`src/rtl/fighter_pkg.sv`:
```
// Shared encodings and default constants for the fighter game-state stage and
// the pixel stage that draws from it.
package fighter_pkg;

    localparam int X_W      = 10;
    localparam int HEALTH_W = 7;
    localparam int CNT_W    = 4;

    localparam int X_INIT_DEF         = 160;
    localparam int X_MIN_DEF          = 16;
    localparam int X_MAX_DEF          = 576;
    localparam int WALK_STEP_DEF      = 4;
    localparam int MIN_GAP_DEF        = 32;
    localparam int REACH_DEF          = 64;
    localparam int WINDUP_FRAMES_DEF  = 3;
    localparam int ACTIVE_FRAMES_DEF  = 2;
    localparam int RECOVER_FRAMES_DEF = 6;
    localparam int STUN_FRAMES_DEF    = 15;
    localparam int HEALTH_MAX_DEF     = 100;
    localparam int DAMAGE_DEF         = 10;
    localparam int BLOCK_DAMAGE_DEF   = 2;

    // Nine behavioural states share eight codes: left and right walking report
    // as WALK, the direction being visible from x_pos itself.
    typedef enum logic [2:0] {
        IDLE       = 3'd0,
        WALK       = 3'd1,
        PUNCH_WIND = 3'd2,
        PUNCH_ACT  = 3'd3,
        PUNCH_REC  = 3'd4,
        BLOCK      = 3'd5,
        STUNNED    = 3'd6,
        KO         = 3'd7
    } fighter_state_e;

    function automatic logic [X_W:0] abs_diff(input logic [X_W-1:0] a, input logic [X_W-1:0] b);
        return (a >= b) ? {1'b0, a - b} : {1'b0, b - a};
    endfunction

endpackage

```
`src/rtl/fighter_move_clamp.sv`:
```
// Next x for one walking step: screen-range clamp, then minimum-gap clamp when
// stepping toward the opponent.
module fighter_move_clamp
    import fighter_pkg::*;
#(
    parameter int X_MIN     = X_MIN_DEF,
    parameter int X_MAX     = X_MAX_DEF,
    parameter int WALK_STEP = WALK_STEP_DEF,
    parameter int MIN_GAP   = MIN_GAP_DEF
) (
    input  logic [X_W-1:0] x_i,
    input  logic           left_i,
    input  logic [X_W-1:0] opp_x_i,
    input  logic           facing_right_i,
    output logic [X_W-1:0] x_o
);

    localparam logic [X_W:0] STEP_W  = (X_W+1)'(WALK_STEP);
    localparam logic [X_W:0] GAP_W   = (X_W+1)'(MIN_GAP);
    localparam logic [X_W:0] X_LO    = (X_W+1)'(X_MIN);
    localparam logic [X_W:0] X_HI    = (X_W+1)'(X_MAX);
    localparam logic [X_W:0] LO_STEP = (X_W+1)'(X_MIN + WALK_STEP);

    logic [X_W:0]   x_w;
    logic [X_W:0]   opp_w;
    logic [X_W:0]   stepped;
    logic [X_W:0]   gap_lim;
    logic [X_W-1:0] x_next;

    always_comb begin
        x_w     = {1'b0, x_i};
        opp_w   = {1'b0, opp_x_i};
        gap_lim = '0;
        if (left_i) begin
            stepped = (x_w >= LO_STEP) ? x_w - STEP_W : X_LO;
        end else begin
            stepped = (x_w + STEP_W <= X_HI) ? x_w + STEP_W : X_HI;
        end
        x_next = X_W'(stepped);

        // A gap limit that lies behind the current x means we are already too
        // close: hold rather than get pushed backward.
        if (left_i && !facing_right_i) begin
            gap_lim = opp_w + GAP_W;
            if (stepped < gap_lim) begin
                x_next = (gap_lim > x_w) ? x_i : X_W'(gap_lim);
            end
        end else if (!left_i && facing_right_i) begin
            gap_lim = (opp_w >= GAP_W) ? opp_w - GAP_W : '0;
            if (stepped > gap_lim) begin
                x_next = (gap_lim < x_w) ? x_i : X_W'(gap_lim);
            end
        end
        x_o = x_next;
    end

endmodule

```
`src/rtl/fighter_controller.sv`:
```
// Per-fighter state machine: buttons and opponent hits in, position, action
// state, health and KO out; advances once per frame_tick.
module fighter_controller
    import fighter_pkg::*;
#(
    parameter int X_INIT         = X_INIT_DEF,
    parameter int X_MIN          = X_MIN_DEF,
    parameter int X_MAX          = X_MAX_DEF,
    parameter int WALK_STEP      = WALK_STEP_DEF,
    parameter int MIN_GAP        = MIN_GAP_DEF,
    parameter int REACH          = REACH_DEF,
    parameter int FACING_RIGHT   = 1,
    parameter int WINDUP_FRAMES  = WINDUP_FRAMES_DEF,
    parameter int ACTIVE_FRAMES  = ACTIVE_FRAMES_DEF,
    parameter int RECOVER_FRAMES = RECOVER_FRAMES_DEF,
    parameter int STUN_FRAMES    = STUN_FRAMES_DEF,
    parameter int HEALTH_MAX     = HEALTH_MAX_DEF,
    parameter int DAMAGE         = DAMAGE_DEF,
    parameter int BLOCK_DAMAGE   = BLOCK_DAMAGE_DEF
) (
    input  logic                clk,
    input  logic                reset,
    input  logic                frame_tick,
    input  logic                btn_left,
    input  logic                btn_right,
    input  logic                btn_punch,
    input  logic                btn_block,
    input  logic                hit_in,
    input  logic [X_W-1:0]      opp_x,
    output logic [X_W-1:0]      x_pos,
    output logic [2:0]          state,
    output logic [HEALTH_W-1:0] health,
    output logic                punch_active,
    output logic                hit_out,
    output logic                ko
);

    localparam logic [CNT_W-1:0]    WIND_LAST = CNT_W'(WINDUP_FRAMES - 1);
    localparam logic [CNT_W-1:0]    ACT_LAST  = CNT_W'(ACTIVE_FRAMES - 1);
    localparam logic [CNT_W-1:0]    REC_LAST  = CNT_W'(RECOVER_FRAMES - 1);
    localparam logic [CNT_W-1:0]    STUN_LAST = CNT_W'(STUN_FRAMES - 1);
    localparam logic [HEALTH_W-1:0] H_MAX     = HEALTH_W'(HEALTH_MAX);
    localparam logic [HEALTH_W-1:0] DMG       = HEALTH_W'(DAMAGE);
    localparam logic [HEALTH_W-1:0] BLK_DMG   = HEALTH_W'(BLOCK_DAMAGE);
    localparam logic [X_W-1:0]      X_RST     = X_W'(X_INIT);
    localparam logic [X_W:0]        REACH_W   = (X_W+1)'(REACH);

    function automatic logic [HEALTH_W-1:0] sat_sub(input logic [HEALTH_W-1:0] a,
                                                    input logic [HEALTH_W-1:0] b);
        return (a > b) ? a - b : '0;
    endfunction

    fighter_state_e      state_q;
    logic [CNT_W-1:0]    cnt_q;
    logic [X_W-1:0]      x_q;
    logic [HEALTH_W-1:0] health_q;
    logic                pact_q;
    logic                hit_q;
    logic                ko_q;
    logic                pend_q;

    logic                hit_now;
    logic                walk_left;
    logic                walk_right;
    logic                in_reach;
    logic [HEALTH_W-1:0] health_d;
    logic [X_W-1:0]      x_walk_d;

    always_comb begin
        hit_now    = pend_q | hit_in;
        walk_left  = btn_left & ~btn_right;
        walk_right = btn_right & ~btn_left;
        in_reach   = (abs_diff(x_q, opp_x) <= REACH_W);
        health_d   = sat_sub(health_q, (state_q == BLOCK) ? BLK_DMG : DMG);
    end

    fighter_move_clamp #(
        .X_MIN    (X_MIN),
        .X_MAX    (X_MAX),
        .WALK_STEP(WALK_STEP),
        .MIN_GAP  (MIN_GAP)
    ) u_clamp (
        .x_i           (x_q),
        .left_i        (walk_left),
        .opp_x_i       (opp_x),
        .facing_right_i(FACING_RIGHT != 0),
        .x_o           (x_walk_d)
    );

    always_ff @(posedge clk) begin
        if (reset) begin
            state_q  <= IDLE;
            cnt_q    <= '0;
            x_q      <= X_RST;
            health_q <= H_MAX;
            pact_q   <= 1'b0;
            hit_q    <= 1'b0;
            ko_q     <= 1'b0;
            pend_q   <= 1'b0;
        end else begin
            hit_q <= 1'b0;
            if (!frame_tick) begin
                if (hit_in) pend_q <= 1'b1;
            end else begin
                pend_q <= 1'b0;
                if (state_q == KO) begin
                    // frozen until reset
                end else if (hit_now) begin
                    health_q <= health_d;
                    pact_q   <= 1'b0;
                    if (health_d == '0) begin
                        state_q <= KO;
                        ko_q    <= 1'b1;
                    end else if (state_q != BLOCK) begin
                        state_q <= STUNNED;
                        cnt_q   <= STUN_LAST;
                    end
                end else if (state_q inside {PUNCH_WIND, PUNCH_ACT, PUNCH_REC, STUNNED}) begin
                    if (cnt_q != '0) begin
                        cnt_q <= cnt_q - 1'b1;
                    end else begin
                        case (state_q)
                            PUNCH_WIND: begin
                                state_q <= PUNCH_ACT;
                                cnt_q   <= ACT_LAST;
                                pact_q  <= 1'b1;
                                hit_q   <= in_reach;
                            end
                            PUNCH_ACT: begin
                                state_q <= PUNCH_REC;
                                cnt_q   <= REC_LAST;
                                pact_q  <= 1'b0;
                            end
                            default: state_q <= IDLE;
                        endcase
                    end
                end else begin
                    if (btn_punch) begin
                        state_q <= PUNCH_WIND;
                        cnt_q   <= WIND_LAST;
                    end else if (btn_block) begin
                        state_q <= BLOCK;
                    end else if (walk_left || walk_right) begin
                        state_q <= WALK;
                        x_q     <= x_walk_d;
                    end else begin
                        state_q <= IDLE;
                    end
                end
            end
        end
    end

    assign x_pos        = x_q;
    assign state        = state_q;
    assign health       = health_q;
    assign punch_active = pact_q;
    assign hit_out      = hit_q;
    assign ko           = ko_q;

endmodule

```
`config.mk`:
```
export PLATFORM = sky130hd
export DESIGN_NAME = fighter_controller
export DESIGN_NICKNAME = d
export VERILOG_FILES = /design/src/rtl/fighter_pkg.sv /design/src/rtl/fighter_move_clamp.sv /design/src/rtl/fighter_controller.sv
export SDC_FILE = /design/constraint.sdc
export NUM_CORES = 1
export LEC_CHECK = 0
export CORE_MARGIN = 2
export CORE_UTILIZATION = 53
export CTS_CLUSTER_SIZE = 12
export DETAILED_ROUTE_END_ITERATION = 8
export PLACE_DENSITY = 0.91
export SYNTH_ARGS = -nofsm -noshare
export SYNTH_HDL_FRONTEND = slang
export SYNTH_SLANG_ARGS = --single-unit
```
`constraint.sdc`:
```
create_clock -name clk -period 4 [get_ports clk]
set_input_delay 0.4 -clock clk [delete_from_list [all_inputs] [get_ports clk]]
set_output_delay 0.4 -clock clk [all_outputs]
set_load 0.01 [all_outputs]
```
==> flow_metrics.py <==
metrics = {
    "status": {
        "status": "finished with violations",
        "violations": "negative setup slack",
    },
    "logic_synthesis": {
        "yosysTopAreaCellShare_pct": 15.7,
        "syn_inst": 512,
        "synthTopCellsByCount": "56 x nor2_1, 47 x ha_1, 46 x a21oi_1, 43 x inv_1, 29 x nand2_1",
        "synth_most_common_cell": "nor2_1",
        "yosysSeqAreaShare_pct": 15.0,
        "syn-num-nets": 577,
        "async_flop_share_pct": 0,
        "syn_area_per_cell_um2": 7.31,
        "ys_ff_latch": 28,
        "synth_cell_types": 75,
        "synth_ff_type": "dfxtp_1",
        "synth_area_leaders": "ha_1 16%, dfxtp_1 15%, a21oi_1 6.2%, nor2_1 5.6%, inv_1 4.3%",
        "yosys.area.top_type": "ha_1",
        "syn_area_mm2": 0.00374,
        "ys_warn_count": 0,
        "synth-edff-count": 0,
    },
    "worst_setup_path": {
        "cp-startpoint": "x_pos[3]",
        "worstPathArrival_ps": 4270,
        "ff2ff_path_depth": 21,
        "timing.critical_path.mode_cell": "buf_4",
        "r2r-start": "x_pos[3]",
        "crit_path_max_fanout": 7,
        "crit_chain": "ha_4, or3b_4, o31ai_2, a311o_1, a21oi_4, buf_12, nor2_4, buf_4, a21oi_1, a21oi_1, ha_1, o21ai_0, inv_1, o41ai_2, a211o_1, o21ai_4, buf_6, buf_4, buf_4, inv_2, a31o_1",
        "cp.required_ps": 4210,
        "critPathSlowestCell": "dfxtp_4",
        "worstSetupPathType": "reg2reg",
        "r2r_end": "x_pos[5]",
        "critPathMaxStageDelay_ps": 410,
        "rrSetupSlack_ps": -70,
        "cp-endpoint": "x_pos[5]",
        "crit_path_end_kind": "flip-flop",
        "worstSetupStartpointType": "flip-flop",
    },
    "die": {
        "rows": 30,
        "die_x_um": 88.0,
        "dieArea_mm2": 0.00775,
        "dieHeight_um": 88.0,
        "start_util_pct": 54.8,
        "io_pins": 41,
        "coreArea_mm2": 0.00683,
    },
    "timing": {
        "relSlewSlack_pct": 34.3,
        "fin_crit_sh_pct": 102,
        "max_freq_mhz": 246,
        "min_period_ps": 4070,
        "setup_viol": 4,
        "report.final.slew_viol_count": 0,
        "setup_ws_ps": -66.6,
        "whs_ps": 490,
        "skew_ps": 2.61,
        "rsz0062_at_grt": "true",
        "worst_slew_pin_slew_ps": 982,
        "hold_viol_final": 0,
    },
    "cells_and_area": {
        "nets": 669,
        "num-fill-cells": 504,
        "num_antenna_cells": 0,
        "area_growth_pct": 31.3,
        "fin_util_pct": 71.9,
        "stdcell_area_mm2": 0.00491,
        "multi_input_area_mm2": 0.00304,
        "drive_above_1_share_pct": 20.7,
        "ff_latch_area_um2": 569,
    },
    "placed_design": {
        "gp_congestion": 1.01,
        "portBuffers": 40,
        "place_area_mm2": 0.00462,
        "dp_hpwl_mm": 9.12,
    },
    "power": {
        "p_total_mw": 0.911,
        "powerDensity_mw_per_mm2": 186,
        "p_leak_nw": 2.15,
        "ir_worst_vdd_mv": 0.178,
    },
    "drt": {
        "post-route-drc-count": 0,
        "dr.pass1.iters": 5,
        "first_iter_violations": 411,
        "drt-total-wl_mm": 12.5,
        "wl_per_cell_um": 17.9,
        "ant_nets": 0,
        "num_vias": 4402,
        "drt-vias-per-instance": 6.30,
    },
    "job": {
        "cap_violations": 0,
    },
    "clock_network": {
        "cts_buffers": 3,
        "cts_buffer_depth": 2,
        "htree_levels": 1,
        "clk_latency_ps": 300,
        "cts_tree": "built",
        "cts.clk_slew.worst_paths_ps": 120,
        "clock-root-buffer": "clkbuf_8",
        "clock_sinks": 28,
    },
    "hold_path": {
        "hp-class": "reg2reg",
    },
    "grt": {
        "grt_pass1_wl_mm": 19.2,
        "track_usage_pct": 30.9,
        "grt_pass1_vias": 4145,
        "antenna_found_initial": 0,
        "grt_max_degree": 20,
        "grt_remaining_overflow": 0,
    },
}
-- cell type report --
cell class | instances | area share, %
Clock buffer | 4 | 1.12
Inverter | 46 | 3.51
Multi-Input combinational cell | 414 | 61.9
Sequential cell | 28 | 11.6
Tap cell | 96 | 2.44
Timing Repair Buffer | 111 | 19.5
-- worst min-delay path by stage --
| stage | from | end | slack (ps) | cells past startpoint |
|---|---|---|---|---|
| 5_1_grt | ko | ko | 520 | 2 |
| 2_1_floorplan | cnt_q[2] | cnt_q[2] | 460 | 2 |
| 3_3_place_gp | ko | ko | 460 | 2 |
| 6_report | ko | ko | 490 | 2 |
| 3_5_place_dp | ko | ko | 470 | 2 |
| 4_1_cts | punch_active | punch_active | 490 | 2 |
-- sequential cells by signal, summed over array words and instances, names as in the netlist --
name / count
hit_out: 1
pend_q: 1
state: 3
punch_active: 1
health: 7
x_pos: 10
ko: 1
cnt_q: 4
-- worst max-delay path, delay by kind of cell, from the launching register on --
kind / cells / cell delay, ps
compound gates: 10 / 1900
fa+ha+maj: 2 / 360
buf+inv: 7 / 840
flops: 1 / 410
simple gates: 2 / 460
-- per-layer routing --
| layer | track usage [%] | vias to the layer above | part of all wire, % | wire length, um |
|---|---|---|---|---|
| met5 | 0 | - | 0 | 0 |
| met4 | 14.7 | 0 | 4.0 | 495 |
| met3 | 3.96 | 51 | 6.3 | 791 |
| met2 | 53.9 | 241 | 48 | 6000 |
| met1 | 37.4 | 2057 | 42 | 5230 |
| li1 | - | 2053 | - | - |
-- stage by stage --
step	setup WS, ps	TNS (ps)	instances
final	-66.6	-90.4	699
after global routing	-170	-1080	699
after CTS	0.475	0	691
after detailed placement	-142	-582	683
after global placement	-112	-353	683
after floorplan	36.9	0	512
-- kinds of logic (layout without fill, tap and decap cells) --
| kind of cell | after synthesis | count (layout) | share of synthesized area (%) |
|---|---|---|---|
| xor+xnor | 13 | 13 | 3.04 |
| flops | 28 | 28 | 15.0 |
| fa+ha+maj | 47 | 47 | 15.7 |
| simple gates | 183 | 183 | 25.3 |
| mux | 12 | 12 | 3.44 |
| buf+inv | 70 | 161 | 7.62 |
| other cells | 1 | 1 | 0.100 |
| compound gates | 158 | 158 | 29.8 |
-- where the power goes --
group / switching [mW] / internal, mW
Combinational: 0.213 / 0.183
Clock: 0.113 / 0.0890
Sequential: 0.0228 / 0.291
-- timing repair --
item / 4_1_cts / 5_1_grt
buffers inserted: 4 / 8
resized for setup: 10 / 24
endpoints found under the setup margin: 4 / 10
cloned: 0 / 0
pin swaps: 12 / 22
hold buffers: 0 / 0
-- layout by cell type, fill, tap and decap left out, types with 9 or more instances in the layout --
| cell | instances |
|---|---|
| clkdlybuf4s50_1 | 40 |
| nor3_1 | 18 |
| o21ai_0 | 14 |
| xnor2_1 | 10 |
| dfxtp_1 | 25 |
| nor2_1 | 54 |
| and2_1 | 9 |
| nand2_1 | 28 |
| a31oi_1 | 10 |
| nor2b_1 | 9 |
| ha_1 | 44 |
| a21oi_1 | 39 |
| buf_4 | 67 |
| inv_1 | 43 |
| a21o_1 | 16 |
| nand3_1 | 17 |
Note: power is estimated with default switching activity, not from simulation.
